### src/rtl/button_event_pkg.sv
`default_nettype none
// ============================================================================
// Package : button_event_pkg
// Purpose : Types shared by the button gesture decoder and its output stage.
//           Holds the event codes presented on event_code and the gesture
//           FSM state encoding.
// Revision: 1.0 - initial release
// ============================================================================
package button_event_pkg;

  // Classified gesture events. The encoding is visible on event_code.
  typedef enum logic [1:0] {
    EV_SINGLE     = 2'd0,
    EV_DOUBLE     = 2'd1,
    EV_HOLD_START = 2'd2,
    EV_HOLD_END   = 2'd3
  } event_code_e;

  // Gesture classifier states.
  typedef enum logic [1:0] {
    ST_IDLE  = 2'd0,
    ST_FIRST = 2'd1,
    ST_HOLD  = 2'd2
  } gesture_state_e;

endpackage : button_event_pkg
`default_nettype wire

### src/rtl/event_holding_reg.sv
`default_nettype none
// ============================================================================
// Module  : event_holding_reg
// Purpose : One-entry output register for classified events with a
//           valid/ready handshake and a sticky overflow flag.
//           A new event is loaded when the register is empty or is being
//           consumed in the same cycle (no bubble); otherwise it is dropped
//           and overflow is set. Everything is frozen while clk_en_i is low.
// Ports   : clk, async_rst_n     - clock, asynchronous active-low reset
//           clk_en_i             - update qualifier
//           emit_i, emit_code_i  - event decided in this cycle
//           event_ready_i        - consumer accepts the held event
//           event_valid_o        - held event present
//           event_code_o         - held event code
//           overflow_o           - sticky: an event was dropped
//           overflow_clr_i       - clears overflow (a same-cycle drop wins)
// Revision: 1.0 - initial release
// ============================================================================
module event_holding_reg
  import button_event_pkg::*;
(
  input  logic        clk,
  input  logic        async_rst_n,
  input  logic        clk_en_i,
  input  logic        emit_i,
  input  event_code_e emit_code_i,
  input  logic        event_ready_i,
  output logic        event_valid_o,
  output logic [1:0]  event_code_o,
  output logic        overflow_o,
  input  logic        overflow_clr_i
);

  logic        valid_q, valid_d;
  event_code_e code_q, code_d;
  logic        ovf_q, ovf_d;
  logic        w_drop;

  always_comb begin
    valid_d = valid_q;
    code_d  = code_q;
    ovf_d   = ovf_q;
    w_drop  = 1'b0;

    if (emit_i) begin
      // Slot is free, or its occupant leaves this cycle: take the new event.
      if (!valid_q || event_ready_i) begin
        valid_d = 1'b1;
        code_d  = emit_code_i;
      end else begin
        w_drop = 1'b1;
      end
    end else if (valid_q && event_ready_i) begin
      valid_d = 1'b0;
    end

    // Set has priority over clear so a drop is never lost.
    if (overflow_clr_i) ovf_d = 1'b0;
    if (w_drop)         ovf_d = 1'b1;
  end

  always_ff @(posedge clk or negedge async_rst_n) begin
    if (!async_rst_n) begin
      valid_q <= 1'b0;
      code_q  <= EV_SINGLE;
      ovf_q   <= 1'b0;
    end else if (clk_en_i) begin
      valid_q <= valid_d;
      code_q  <= code_d;
      ovf_q   <= ovf_d;
    end
  end

  assign event_valid_o = valid_q;
  assign event_code_o  = code_q;
  assign overflow_o    = ovf_q;

endmodule : event_holding_reg
`default_nettype wire

### src/rtl/button_gesture_decoder.sv
`default_nettype none
// ============================================================================
// Module  : button_gesture_decoder
// Purpose : Classifies a stream of debounced press pulses into SINGLE,
//           DOUBLE, HOLD_START and HOLD_END events using the gap between
//           consecutive pulses. Auto-repeat pulses from a held button arrive
//           with short gaps (<= Repeat_Max_Gap_Cycles); a second press within
//           Double_Window_Cycles is a double press. Double_Window_Cycles must
//           exceed Repeat_Max_Gap_Cycles.
// Ports   : clk, async_rst_n  - clock, asynchronous active-low reset
//           clk_en            - qualifies every state/counter/handshake update
//           pulse_in          - one-cycle press pulses (repeats included)
//           event_valid       - classified event available
//           event_code        - 0 SINGLE, 1 DOUBLE, 2 HOLD_START, 3 HOLD_END
//           event_ready       - consumer accepts the event
//           overflow          - sticky: an event was dropped
//           overflow_clr      - clears overflow
// Revision: 1.0 - initial release
// ============================================================================
module button_gesture_decoder
  import button_event_pkg::*;
#(
  parameter int unsigned Repeat_Max_Gap_Cycles = 16,
  parameter int unsigned Double_Window_Cycles  = 40
) (
  input  logic       clk,
  input  logic       async_rst_n,
  input  logic       clk_en,
  input  logic       pulse_in,
  output logic       event_valid,
  output logic [1:0] event_code,
  input  logic       event_ready,
  output logic       overflow,
  input  logic       overflow_clr
);

  localparam int unsigned       c_cnt_w   = $clog2(Double_Window_Cycles + 2);
  localparam logic [c_cnt_w-1:0] c_cnt_max = '1;
  localparam logic [c_cnt_w-1:0] c_rep     = c_cnt_w'(Repeat_Max_Gap_Cycles);
  localparam logic [c_cnt_w-1:0] c_dbl     = c_cnt_w'(Double_Window_Cycles);

  gesture_state_e     state_q, state_d;
  logic [c_cnt_w-1:0] cnt_q, cnt_d;
  logic               w_emit;
  event_code_e        w_emit_code;

  // The gap to a pulse seen now is cnt_q + 1, so "gap <= N" is "cnt_q < N".
  always_comb begin
    state_d     = state_q;
    cnt_d       = (cnt_q == c_cnt_max) ? cnt_q : cnt_q + 1'b1;
    w_emit      = 1'b0;
    w_emit_code = EV_SINGLE;

    if (pulse_in) cnt_d = '0;

    case (state_q)
      ST_IDLE: begin
        if (pulse_in) state_d = ST_FIRST;
      end

      ST_FIRST: begin
        if (pulse_in) begin
          if (cnt_q < c_rep) begin
            state_d     = ST_HOLD;
            w_emit      = 1'b1;
            w_emit_code = EV_HOLD_START;
          end else if (cnt_q < c_dbl) begin
            state_d     = ST_IDLE;
            w_emit      = 1'b1;
            w_emit_code = EV_DOUBLE;
          end else begin
            // Window expired on this very cycle: close the first gesture as
            // SINGLE and let this pulse open a new one.
            w_emit      = 1'b1;
            w_emit_code = EV_SINGLE;
          end
        end else if (cnt_q >= c_dbl) begin
          state_d     = ST_IDLE;
          w_emit      = 1'b1;
          w_emit_code = EV_SINGLE;
        end
      end

      ST_HOLD: begin
        if (pulse_in) begin
          if (cnt_q >= c_rep) begin
            // Repeat stream ended; this pulse is a fresh press.
            state_d     = ST_FIRST;
            w_emit      = 1'b1;
            w_emit_code = EV_HOLD_END;
          end
        end else if (cnt_q >= c_rep) begin
          state_d     = ST_IDLE;
          w_emit      = 1'b1;
          w_emit_code = EV_HOLD_END;
        end
      end

      default: state_d = ST_IDLE;
    endcase
  end

  always_ff @(posedge clk or negedge async_rst_n) begin
    if (!async_rst_n) begin
      state_q <= ST_IDLE;
      cnt_q   <= '0;
    end else if (clk_en) begin
      state_q <= state_d;
      cnt_q   <= cnt_d;
    end
  end

  event_holding_reg u_event_holding_reg (
    .clk            (clk),
    .async_rst_n    (async_rst_n),
    .clk_en_i       (clk_en),
    .emit_i         (w_emit),
    .emit_code_i    (w_emit_code),
    .event_ready_i  (event_ready),
    .event_valid_o  (event_valid),
    .event_code_o   (event_code),
    .overflow_o     (overflow),
    .overflow_clr_i (overflow_clr)
  );

endmodule : button_gesture_decoder
`default_nettype wire

### config.mk
export PLATFORM = sky130hd
export DESIGN_NAME = button_gesture_decoder
export DESIGN_NICKNAME = d
export VERILOG_FILES = /design/src/rtl/button_event_pkg.sv /design/src/rtl/event_holding_reg.sv /design/src/rtl/button_gesture_decoder.sv
export SDC_FILE = /design/constraint.sdc
export NUM_CORES = 1
export LEC_CHECK = 0
export BUFFER_PORTS_ARGS = -buffer_cell sky130_fd_sc_hd__clkbuf_2
export CAP_MARGIN = 20
export CELL_PAD_IN_SITES_DETAIL_PLACEMENT = 0
export CELL_PAD_IN_SITES_GLOBAL_PLACEMENT = 1
export CORE_UTILIZATION = 45
export CTS_CLUSTER_SIZE = 14
export DETAILED_ROUTE_END_ITERATION = 8
export HOLD_SLACK_MARGIN = 0.02
export PLACE_DENSITY_LB_ADDON = 0.1
export SLEW_MARGIN = 20
export SYNTH_ARGS = -nofsm -noshare
export SYNTH_HDL_FRONTEND = slang
export SYNTH_HIERARCHICAL = 1
export SYNTH_SLANG_ARGS = --single-unit
### constraint.sdc
create_clock -name clk -period 3.15 [get_ports clk]
set_input_delay 0.63 -clock clk [delete_from_list [all_inputs] [get_ports clk]]
set_output_delay 0.63 -clock clk [all_outputs]
set_load 0.03 [all_outputs]
==> Yosys cells after proc, flatten, opt, wreduce, memory -nomap -nowiden <==
Cells that the tools add are included.
{ "totals": {"regBits": 12, "inputBits": 6, "out_inout_bits": 4} }
{ "op_classes": {"add_sub_neg": 1, "n_lt_le_gt_ge": 4, "n_eq_ne": 9, "n_mux": 27, "reduce_logical": 11} }
{ "op_table": {"columns": ["op", "count"], "rows": [
  ["2-bit 2-to-1 mux", 11],
  ["6-bit 2-to-1 mux", 2],
  ["1-bit 2-to-1 mux", 11],
  ["2-bit != test (second input constant)", 4],
  ["6-bit by 1-bit adder with 6-bit output (second input constant)", 1],
  ["6-bit == test (second input constant)", 1],
  ["6-bit by 5-bit greater-or-equal comparator with 1-bit output (second input constant)", 1],
  ["6-bit greater-or-equal comparator (second input constant)", 1],
  ["6-bit by 5-bit < comparator with 1-bit output (second input constant)", 1],
  ["6-bit < comparator (second input constant)", 1],
  ["2-bit one-hot mux with 3 select lines", 1],
  ["3-bit AND reduction", 2],
  ["5-bit AND reduction", 1],
  ["4-bit != test (second input constant)", 1],
  ["2-bit one-hot mux with 2 select lines", 1],
  ["2-bit AND reduction", 2],
  ["2-bit nonzero test", 2],
  ["3-bit != test (second input constant)", 1],
  ["2-bit by 1-bit == test with 1-bit output (second input constant)", 1],
  ["2-bit == test (second input constant)", 1],
  ["2-bit zero test", 1],
  ["1-bit one-hot mux with 2 select lines", 1],
  ["1-bit logical AND", 1],
  ["1-bit zero test", 1],
  ["1-bit logical OR", 1]
]} }

==> Logic depth before layout (Yosys ltp) <==
Gate-level depths: netlist (run 1).
{ "logic_depth": {"word_depth": 7, "depth_mapped": 8} }

==> Hierarchy <==
The synthesis (run 1) kept the hierarchy.
{ "by_module_without_submodules": {"columns": ["module", "n_inst", "cells_each", "area_per_inst_um2"], "rows": [
  ["button_gesture_decoder", 1, 72, 618.1],
  ["event_holding_reg", 1, 13, 173.9]
]} }

==> Worst setup path before layout (run 1) <==
No wires, ideal clock.
{ "synth_path": {"path_type": "reg-to-reg", "start": "register state_q[1]", "end": "register u_event_holding_reg.code_q[0] (netlist: u_event_holding_reg/event_code_o[0])", "setup_time_ns": 0.128, "arrival_ns": 1.682, "setup_slack_ns": 1.341, "path_stages_with_launch": 9, "period_less_slack_ns": 1.809, "path_cell_list": "dfrtp_1 -> inv_1 -> ha_1 -> a21oi_1 -> o221a_2 -> nor2b_1 -> nand2_1 -> nor2_2 -> mux2_1"} }
{ "synth_via": {"elab_chain_len": 3, "elab_cells_between_ends": 5, "classes_between": "eq/ne (2); mux (2); reduce/logical (1)"} }
{ "synth_lines": {"columns": ["item", "line_no", "source"], "rows": [
  ["start, declared", "button_gesture_decoder.sv:42", "gesture_state_e state_q, state_d;"],
  ["start signal, assigned", "button_gesture_decoder.sv:108", "state_q <= state_d;"],
  ["2-bit == test or 2-bit by 1-bit == test with 1-bit output (tied branches)", "button_gesture_decoder.sv:56", "case (state_q)"],
  ["1-bit one-hot mux with 2 select lines *", "button_gesture_decoder.sv:56", null],
  ["via w_emit", "button_gesture_decoder.sv:44", "logic w_emit;"],
  ["3-bit AND reduction (no line) *", null, null],
  ["end signal, assigned", "event_holding_reg.sv:69", "code_q <= code_d;"],
  ["end, declared", "event_holding_reg.sv:35", "event_code_e code_q, code_d;"]
]} }
The timed path passes the listed nets; every way through them passes the cells marked *.
A chain may end at the register's enable or synchronous reset.

==> Final worst setup path (run 1) <==
Ends and elaborated chain as after synthesis.

==> impl_metrics.toml, run 1 <==
[global_routing]
global_route_wire_length_before_repair_mm = 2.49
grt_antenna_before_repair = 0
via_count_of_the_first_global_routing_pass = 548
grt_start_max_net_pins = 14
grtUsageTotal = 0.179
globalRoute.totalOverflow = 0

[timing]
hold-worst-slack_ns = 0.236
setup_viol = 0
final-max-slew-violation-count = 0
final.min_clock_period_ns = 2.13
timing.slew.headroom = 0.730
worst_pin_slew_ns = 0.403
part_of_the_cycle_the_worst_path_needs = 0.675
aggregate_negative_setup_slack_ns = 0
clock.fmax_mhz = 471
timing.final.hold_violations = 0
rsz0062_at_grt = "false"
clock-skew-final_ns = 0.00124

[cts]
cts_root_buf = "sky130_fd_sc_hd__clkbuf_4"
worst_skew_pair.late_latency_ns = 0.27
cts_tree = "done"
cts_resized = 0
numClockSinks = 12
cts.hold.buffers_added = 0
cts_max_path_buffers = 2
h-tree-depth = 1
cts_made_buffers = 3
clock_pin_slew_reported_for_the_worst_setup_and_hold_paths_after_clock_tree_synthesis_ns = 0.07
cts.repair_timing.setup_buffer_count = 0

[yosys]
ys_top_cells_by_area = "sky130_fd_sc_hd__dfrtp_1 38%, sky130_fd_sc_hd__ha_1 9.5%, sky130_fd_sc_hd__a21oi_1 5.7%, sky130_fd_sc_hd__inv_1 4.3%, sky130_fd_sc_hd__nand2_1 4.3%"
synth_area_leader_cell = "sky130_fd_sc_hd__dfrtp_1"
synth.yosys.warnings = 6
synth_flop_cell = "sky130_fd_sc_hd__dfrtp_1"
synth-seq-cells = 12
synth_area_per_cell_um2 = 9.32
synth_compound_area_frac = 0.262
synth_top_family_by_area = "compound AO/OA/AOI/OAI gates"
syn_nets = 97
synth_xor_xnor_area_share = 0.0111
yosys.area_share.adder = 0.0948
synth-async-reset-ratio = 1.00
synth_commonest_cells = "12 x sky130_fd_sc_hd__dfrtp_1, 9 x sky130_fd_sc_hd__a21oi_1, 9 x sky130_fd_sc_hd__inv_1, 9 x sky130_fd_sc_hd__nand2_1, 6 x sky130_fd_sc_hd__ha_1"
yosysSeqAreaShare = 0.379
syn-instance-count = 85
synth_edf_count = 0
synth.cell_area_um2 = 792
post-synth-top-count-cell = "sky130_fd_sc_hd__dfrtp_1"
synth_simple_gate_area_frac = 0.141
synth_cell_type_count = 30
synth.mux.area_fraction = 0.0427
netlist.area_leader.share = 0.379

[worst_hold_path]
min_path_type = "input port to asynchronous set/reset pin"

[critical_path]
cp_data_required_time_ns = 3.30
cp-start-kind = "flip-flop"
worst_setup_path_end_kind = "flip-flop"
path_type_of_the_worst_setup_path = "flip-flop to flip-flop"
crit_fanout = 5
crit_arrival_ns = 2.27

[routing]
detailedRoute.firstIterationViolations = 14
drtPass1Iterations = 4
route.vias.total = 629
detail_route.drc_violations = 0
routedWlPerCell_um = 13.2
antenna_left = 0
vias_per_cell = 5.72
finalWirelength_mm = 1.45

[layout]
diodes = 0
layout.nets = 108
filler_cell_count = 153
layout-drive-gt1-share = 0.223
area_delta_synth_final_pct = 8.85

[pwr]
totalPowerFinal_mw = 0.547
worst_ir_drop_vdd_mv = 0.235
power_per_cell_area_nw_per_um2 = 634
leakage_nw = 0.423

[floorplan]
floorplan.initialDensity = 0.502
core_region_area_um2 = 1580
floorplan.die.width_um = 44.0
die_h_um = 44.0
dieArea_um2 = 1930
floorplan.rows = 14
floorplan.io_pins = 10

[outcome]
run_status = "complete, no violations"

[place]
io_buffers = 9
place_congestion = 0.845
dp_hpwl_mm = 1.11

[job]
timing.max_cap.violations = 0
## sequential cells by signal (all words and copies together) (netlist names)
| name | flops |
|---|---|
| u_event_holding_reg/overflow_o | 1 |
| u_event_holding_reg/event_code_o | 2 |
| cnt_q | 6 |
| u_event_holding_reg/event_valid_o | 1 |
| state_q | 2 |
## metal layers
metal / part of all wire / vias up / track usage
met2: 0.42 / 10 / 0.242
met3: 0.029 / 4 / 0.0375
met4: 0.019 / 0 / 0.0909
li1: - / 326 / -
met1: 0.53 / 289 / 0.266
met5: 0 / - / 0
## kinds of logic (layout without fill, tap and decap cells)
logic type	Yosys count	count (layout)
mux	3	3
fa+ha+maj	6	6
simple gates	22	22
buf+inv	13	22
compound gates	28	28
flops	12	12
xor+xnor	1	1
## layout make-up
type | count | area (um^2) | share of cell area
multi-input combinational | 60 | 437 | 0.507
timing repair buffer | 9 | 45.0 | 0.0522
clock buffer | 3 | 22.5 | 0.0261
tap | 16 | 20.0 | 0.0232
inverter | 10 | 37.5 | 0.0435
sequential | 12 | 300 | 0.348
## final timing paths
check	start	to	slack [ns]	cells after the start
max	state_q[1]	u_event_holding_reg/event_code_o[0]	1.02	8
min	async_rst_n	cnt_q[1]	0.24	1
max reg2reg	state_q[1]	u_event_holding_reg/event_code_o[0]	1.02	8
min reg2reg	u_event_holding_reg/overflow_o	u_event_holding_reg/overflow_o	0.50	1
max in group asynchronous	async_rst_n	u_event_holding_reg/event_code_o[1]	2.68	1
min in group clk	u_event_holding_reg/overflow_o	u_event_holding_reg/overflow_o	0.50	1
## cell usage in the layout, fill, tap and decap left out, drive strengths merged, types with 2 or more instances in the layout
| cell | instances |
|---|---|
| nor2 | 4 |
| nand3 | 3 |
| mux2 | 3 |
| dfrtp | 12 |
| o21ai | 7 |
| nor2b | 2 |
| nand2 | 9 |
| inv | 10 |
| clkbuf | 12 |
| a21oi | 10 |
| nor3 | 2 |
| a22o | 2 |
| and3 | 2 |
| ha | 6 |
## power breakdown
part / total [mW] / internal (mW) / switching (mW) / leakage, nW
Combinational: 0.231 / 0.0981 / 0.132 / 0.249
Clock: 0.0916 / 0.0442 / 0.0474 / 0.0138
Sequential: 0.224 / 0.189 / 0.0351 / 0.161
Total: 0.547 / 0.332 / 0.215 / 0.423
## worst max-delay path: stages, from the launching register on
cell                      delay (ns)
sky130_fd_sc_hd__dfrtp_1        0.40
sky130_fd_sc_hd__inv_1          0.11
sky130_fd_sc_hd__ha_1           0.26
sky130_fd_sc_hd__a21oi_1        0.10
sky130_fd_sc_hd__o221a_2        0.27
sky130_fd_sc_hd__nor2b_1        0.25
sky130_fd_sc_hd__nand2_1        0.11
sky130_fd_sc_hd__nor2_2         0.16
sky130_fd_sc_hd__mux2_1         0.34
## per-stage QoR
| step | utilization | setup WS, ns | cells | instance area [um^2] |
|---|---|---|---|---|
| 2_1_floorplan | - | 1.34 | 85 | 792 |
| 3_3_place_gp | 0.533 | 1.12 | 107 | 840 |
| 3_5_place_dp | 0.533 | 1.10 | 107 | 840 |
| 4_1_cts | 0.547 | 1.08 | 110 | 862 |
| 5_1_grt | 0.547 | 0.897 | 110 | 862 |
| 6_report | 0.547 | 1.02 | 110 | 862 |
No activity file was read; power rests on OpenSTA's default activity.
==> run 2, diff against run 1 <==
--- a/config.mk
+++ b/config.mk
@@ -9,7 +9,7 @@
 export CAP_MARGIN = 20
 export CELL_PAD_IN_SITES_DETAIL_PLACEMENT = 0
 export CELL_PAD_IN_SITES_GLOBAL_PLACEMENT = 1
-export CORE_UTILIZATION = 45
+export CORE_UTILIZATION = 42
 export CTS_CLUSTER_SIZE = 14
 export DETAILED_ROUTE_END_ITERATION = 8
 export HOLD_SLACK_MARGIN = 0.02
==> constraint.sdc (replaced) <==
create_clock -name clk -period 2.1 [get_ports clk]
set_input_delay 0.42 -clock clk [delete_from_list [all_inputs] [get_ports clk]]
set_output_delay 0.42 -clock clk [all_outputs]
set_load 0.03 [all_outputs]
==> impl_metrics.toml, run 2 (synthesized netlist as in run 1, its figures left out) <==
[critical_path]
worst_setup_path_end_kind = "flip-flop"
worst_r2r_path_depth = 8
crit_fanout = 5
cp-start-kind = "flip-flop"
critical_path_cell_count = 8
timing.critical_path.cells = "inv_1, ha_2, a21oi_1, o221a_2, nor2b_2, nand2_1, nor2_2, mux2_1"
setup.worst_path.start = "state_q[1]"
r2r-end = "u_event_holding_reg/event_code_o[0]"
crit_arrival_ns = 2.06
cp_data_required_time_ns = 2.25
path_type_of_the_worst_setup_path = "flip-flop to flip-flop"
setup.reg_to_reg.worst_slack_ns = 0.19
critical_path_buf_inv_count = 1
timing.critical_path.max_delay_family = "flip-flops"
worstSetupEndpoint = "u_event_holding_reg/event_code_o[0]"
worst_path_max_delay_cell = "sky130_fd_sc_hd__dfrtp_1"
regToRegStartpoint = "state_q[1]"
critical_path.max_stage_delay_ns = 0.40

[layout]
final_area_um2 = 901
area_delta_synth_final_pct = 13.7
layout.nets = 111
layout-drive-gt1-share = 0.268
diodes = 0
layout_commonest_cell = "sky130_fd_sc_hd__dfrtp_1"
registers.top_by_ff_count = "cnt_q"
layout.cells.most_common_list = "12 x sky130_fd_sc_hd__dfrtp_1, 9 x sky130_fd_sc_hd__inv_1, 9 x sky130_fd_sc_hd__a21oi_1, 9 x sky130_fd_sc_hd__nand2_1, 9 x sky130_fd_sc_hd__clkbuf_2"
largest_reg_flops = 6

[floorplan]
floorplan.die.width_um = 45.4
dieArea_um2 = 2060
floorplan.rows = 15
floorplan.initialDensity = 0.454
core_region_area_um2 = 1750
floorplan.io_pins = 10
die_h_um = 45.4

[routing]
routedWlPerCell_um = 11.5
detail_route.drc_violations = 0
detailedRoute.firstIterationViolations = 6
finalWirelength_mm = 1.40
route.vias.total = 627
antenna_left = 0
drtPass1Iterations = 4
vias_per_cell = 5.14

[global_routing]
globalRoute.totalOverflow = 0
grt_start_max_net_pins = 14
grt_antenna_before_repair = 0
via_count_of_the_first_global_routing_pass = 566
grtUsageTotal = 0.169
global_route_wire_length_before_repair_mm = 2.44

[place]
postPlaceCellArea_um2 = 873
io_buffers = 9
place_congestion = 0.852
dp_hpwl_mm = 1.09

[pwr]
p_comb_frac = 0.439
worst_ir_drop_vdd_mv = 0.432
p_clk_frac = 0.163
leakage_nw = 0.439
total_switching_power_mw = 0.312
power_per_cell_area_nw_per_um2 = 915
switching_share_of_power = 0.378
reg_power_frac = 0.397
totalPowerFinal_mw = 0.825
p_int_mw = 0.513

[timing]
clock-skew-final_ns = 0.000368
aggregate_negative_setup_slack_ns = 0
timing.final.hold_violations = 0
final.min_clock_period_ns = 1.91
worst_pin_slew_ns = 0.408
part_of_the_cycle_the_worst_path_needs = 0.908
clock.fmax_mhz = 525
timing.slew.headroom = 0.727
rsz0062_at_grt = "false"
final-max-slew-violation-count = 0
setup_viol = 0

[job]
timing.max_cap.violations = 0

[cts]
cts_tree = "done"
h-tree-depth = 1
cts_max_path_buffers = 2
cts_root_buf = "sky130_fd_sc_hd__clkbuf_4"
cts_made_buffers = 3
clock_pin_slew_reported_for_the_worst_setup_and_hold_paths_after_clock_tree_synthesis_ns = 0.07
cts.hold.buffers_added = 0
worst_skew_pair.late_latency_ns = 0.26
numClockSinks = 12

[outcome]
run_status = "complete, no violations"

[worst_hold_path]
min_path_type = "input port to asynchronous set/reset pin"
run 2: changes by cell type in the layout (fill, tap and decap cells not counted), sizes merged:
cell	previous run	this run
buf	0	3
run 2: metal layers:
layer	track usage	vias up	share of wire
li1	-	326	-
met5	0	-	0
met1	0.229	296	0.49
met4	0.109	0	0.0086
met2	0.249	3	0.48
met3	0.0238	2	0.023
run 2: power groups by stage:
stage	sequential, mW	combinational [mW]	clock [mW]
after global routing	0.337	0.411	0.153
final	0.328	0.362	0.135
after global placement	0.330	0.361	0
after floorplan	0.369	0.227	0
after CTS	0.328	0.362	0.145
after detailed placement	0.333	0.360	0
run 2: timing repair:
item,CTS,global route
buffers inserted,0,0
setup endpoints to repair,0,2
resized for setup,0,2
run 2: area by class of cell:
type | count | area, um^2
Clock buffer | 3 | 22.5
Fill cell | 182 | 845
Inverter | 10 | 37.5
Multi-Input combinational cell | 60 | 442
Sequential cell | 12 | 300
Tap cell | 25 | 31.3
Timing Repair Buffer | 12 | 67.6
run 2: worst min path at each step:
stage | depth (start not counted) | start | slack [ns] | to
2_1_floorplan | 0 | async_rst_n | 0.12 | cnt_q[0]
3_3_place_gp | 1 | async_rst_n | 0.32 | cnt_q[1]
3_5_place_dp | 1 | async_rst_n | 0.33 | cnt_q[2]
4_1_cts | 1 | async_rst_n | 0.03 | cnt_q[2]
5_1_grt | 1 | async_rst_n | 0.04 | cnt_q[0]
6_report | 1 | async_rst_n | 0.03 | cnt_q[2]
run 2: through the flow:
| stage | hold WS (ns) | cells | util | worst slack (ns) |
|---|---|---|---|---|
| 2_1_floorplan | 0.124 | 85 | - | 0.291 |
| 3_3_place_gp | 0.324 | 119 | 0.500 | 0.193 |
| 3_5_place_dp | 0.327 | 119 | 0.500 | 0.114 |
| 4_1_cts | 0.0304 | 122 | 0.513 | 0.0914 |
| 5_1_grt | 0.0433 | 122 | 0.516 | 0.0532 |
| 6_report | 0.0340 | 122 | 0.516 | 0.194 |
==> run 3, diff against run 2 <==
--- a/config.mk
+++ b/config.mk
@@ -9,12 +9,13 @@
 export CAP_MARGIN = 20
 export CELL_PAD_IN_SITES_DETAIL_PLACEMENT = 0
 export CELL_PAD_IN_SITES_GLOBAL_PLACEMENT = 1
+export CORE_MARGIN = 8
 export CORE_UTILIZATION = 42
 export CTS_CLUSTER_SIZE = 14
 export DETAILED_ROUTE_END_ITERATION = 8
 export HOLD_SLACK_MARGIN = 0.02
 export PLACE_DENSITY_LB_ADDON = 0.1
-export SLEW_MARGIN = 20
+export SLEW_MARGIN = 10
 export SYNTH_ARGS = -nofsm -noshare
 export SYNTH_HDL_FRONTEND = slang
 export SYNTH_HIERARCHICAL = 1
==> impl_metrics.toml, run 3 (synthesized netlist as in run 1, its figures left out) <==
[floorplan]
core_region_area_um2 = 1750
floorplan.initialDensity = 0.454
die_h_um = 59.4
floorplan.rows = 15
dieArea_um2 = 3530
floorplan.io_pins = 10
floorplan.die.width_um = 59.4

[cts]
cts_made_buffers = 3
cts.hold.buffers_added = 0
cts_root_buf = "sky130_fd_sc_hd__clkbuf_4"
cts_tree = "done"
clock_pin_slew_reported_for_the_worst_setup_and_hold_paths_after_clock_tree_synthesis_ns = 0.07
worst_skew_pair.late_latency_ns = 0.26
numClockSinks = 12
h-tree-depth = 1
cts_max_path_buffers = 2

[timing]
final.min_clock_period_ns = 1.93
clock-skew-final_ns = 0.00309
part_of_the_cycle_the_worst_path_needs = 0.918
clock.fmax_mhz = 519
final-max-slew-violation-count = 0
timing.slew.headroom = 0.724
worst_pin_slew_ns = 0.413
aggregate_negative_setup_slack_ns = 0
rsz0062_at_grt = "false"
fin_ws_ns = 0.172
setup_viol = 0
timing.final.hold_violations = 0

[place]
pre_cts_slack_ns = 0.130
place_congestion = 0.845
postPlaceCellArea_um2 = 873
dp_hpwl_mm = 1.20
io_buffers = 9
place.detailed.instances = 119

[layout]
instances_no_fill = 122
layout.nets = 111
area_delta_synth_final_pct = 13.4
filler_cell_count = 188
diodes = 0
largest_reg_flops = 6
layout_commonest_cell = "sky130_fd_sc_hd__dfrtp_1"
layout.cells.most_common_list = "12 x sky130_fd_sc_hd__dfrtp_1, 9 x sky130_fd_sc_hd__inv_1, 9 x sky130_fd_sc_hd__a21oi_1, 9 x sky130_fd_sc_hd__nand2_1, 9 x sky130_fd_sc_hd__clkbuf_2"
finalCoreUtilization = 0.515
registers.top_by_ff_count = "cnt_q"
final_area_um2 = 898
layout-drive-gt1-share = 0.258

[routing]
route.vias.total = 655
detail_route.drc_violations = 0
routedWlPerCell_um = 12.4
drtPass1Iterations = 4
vias_per_cell = 5.37
finalWirelength_mm = 1.51
detailedRoute.firstIterationViolations = 13
antenna_left = 0

[worst_hold_path]
min_path_type = "input port to asynchronous set/reset pin"

[pwr]
total_switching_power_mw = 0.314
p_int_mw = 0.510
power_per_cell_area_nw_per_um2 = 918
switching_share_of_power = 0.381
reg_power_frac = 0.395
leakage_nw = 0.440
p_comb_frac = 0.440
p_clk_frac = 0.165
worst_ir_drop_vdd_mv = 0.454

[critical_path]
crit_arrival_ns = 2.08
cp_data_required_time_ns = 2.25
cp-start-kind = "flip-flop"
crit_fanout = 5
path_type_of_the_worst_setup_path = "flip-flop to flip-flop"
worst_setup_path_end_kind = "flip-flop"

[global_routing]
grt_antenna_before_repair = 0
grtUsageTotal = 0.0950
grt_start_max_net_pins = 14
global_route_wire_length_before_repair_mm = 2.59
grt_use_met1 = 0.108
grt_busiest_layer = "met2"
use_met2 = 0.160
gr-usage-met3 = 0.0195
globalRoute.totalOverflow = 0
via_count_of_the_first_global_routing_pass = 625

[outcome]
run_status = "complete, no violations"

[job]
timing.max_cap.violations = 0
-- run 3: timing repair --
| item | 4_1_cts | 5_1_grt |
|---|---|---|
| gates resized for setup | 0 | 1 |
| setup buffers | 0 | 0 |
| endpoints found under the setup margin | 0 | 2 |
-- run 3: metrics by stage --
step / hold WS [ns] / power, mW
after floorplan: 0.124 / 0.595
after global placement: 0.326 / 0.694
after detailed placement: 0.327 / 0.695
after CTS: 0.0398 / 0.834
after global routing: 0.0609 / 0.889
final: 0.0357 / 0.825
-- run 3: layer usage --
layer	vias up	routed length, um
met5	-	0
met4	0	10
met3	2	28
met2	4	761
met1	323	710
li1	326	-
-- run 3: area by class of cell --
class | count | area (um^2) | share of cell area
Timing Repair Buffer | 12 | 67.6 | 0.0752
Clock buffer | 3 | 22.5 | 0.0251
Tap cell | 25 | 31.3 | 0.0348
Sequential cell | 12 | 300 | 0.334
Inverter | 10 | 37.5 | 0.0418
Multi-Input combinational cell | 60 | 439 | 0.489
-- run 3: worst paths after layout --
check / start / to / slack [ns] / cells after the start
max in group asynchronous: async_rst_n / state_q[0] / 1.83 / 1
min in group clk: overflow_clr / u_event_holding_reg/overflow_o / 0.44 / 3
max: state_q[1] / u_event_holding_reg/event_code_o[0] / 0.17 / 8
max reg2reg: state_q[1] / u_event_holding_reg/event_code_o[0] / 0.17 / 8
min: async_rst_n / u_event_holding_reg/event_code_o[0] / 0.04 / 1
min reg2reg: u_event_holding_reg/event_code_o[0] / u_event_holding_reg/event_code_o[0] / 0.49 / 1
-- run 3: critical path, cell delays in order (launching register included) --
cell	delay (ns)
sky130_fd_sc_hd__dfrtp_1	0.40
sky130_fd_sc_hd__inv_1	0.10
sky130_fd_sc_hd__ha_1	0.24
sky130_fd_sc_hd__a21oi_1	0.09
sky130_fd_sc_hd__o221a_2	0.28
sky130_fd_sc_hd__nor2b_2	0.15
sky130_fd_sc_hd__nand2_1	0.08
sky130_fd_sc_hd__nor2_2	0.14
sky130_fd_sc_hd__mux2_1	0.33
-- run 3: power groups by stage --
stage / clock network [mW] / registers [mW] / logic (mW)
after detailed placement: 0 / 0.333 / 0.362
after global routing: 0.147 / 0.334 / 0.408
after CTS: 0.141 / 0.327 / 0.365
after floorplan: 0 / 0.369 / 0.227
after global placement: 0 / 0.330 / 0.364
final: 0.136 / 0.326 / 0.363
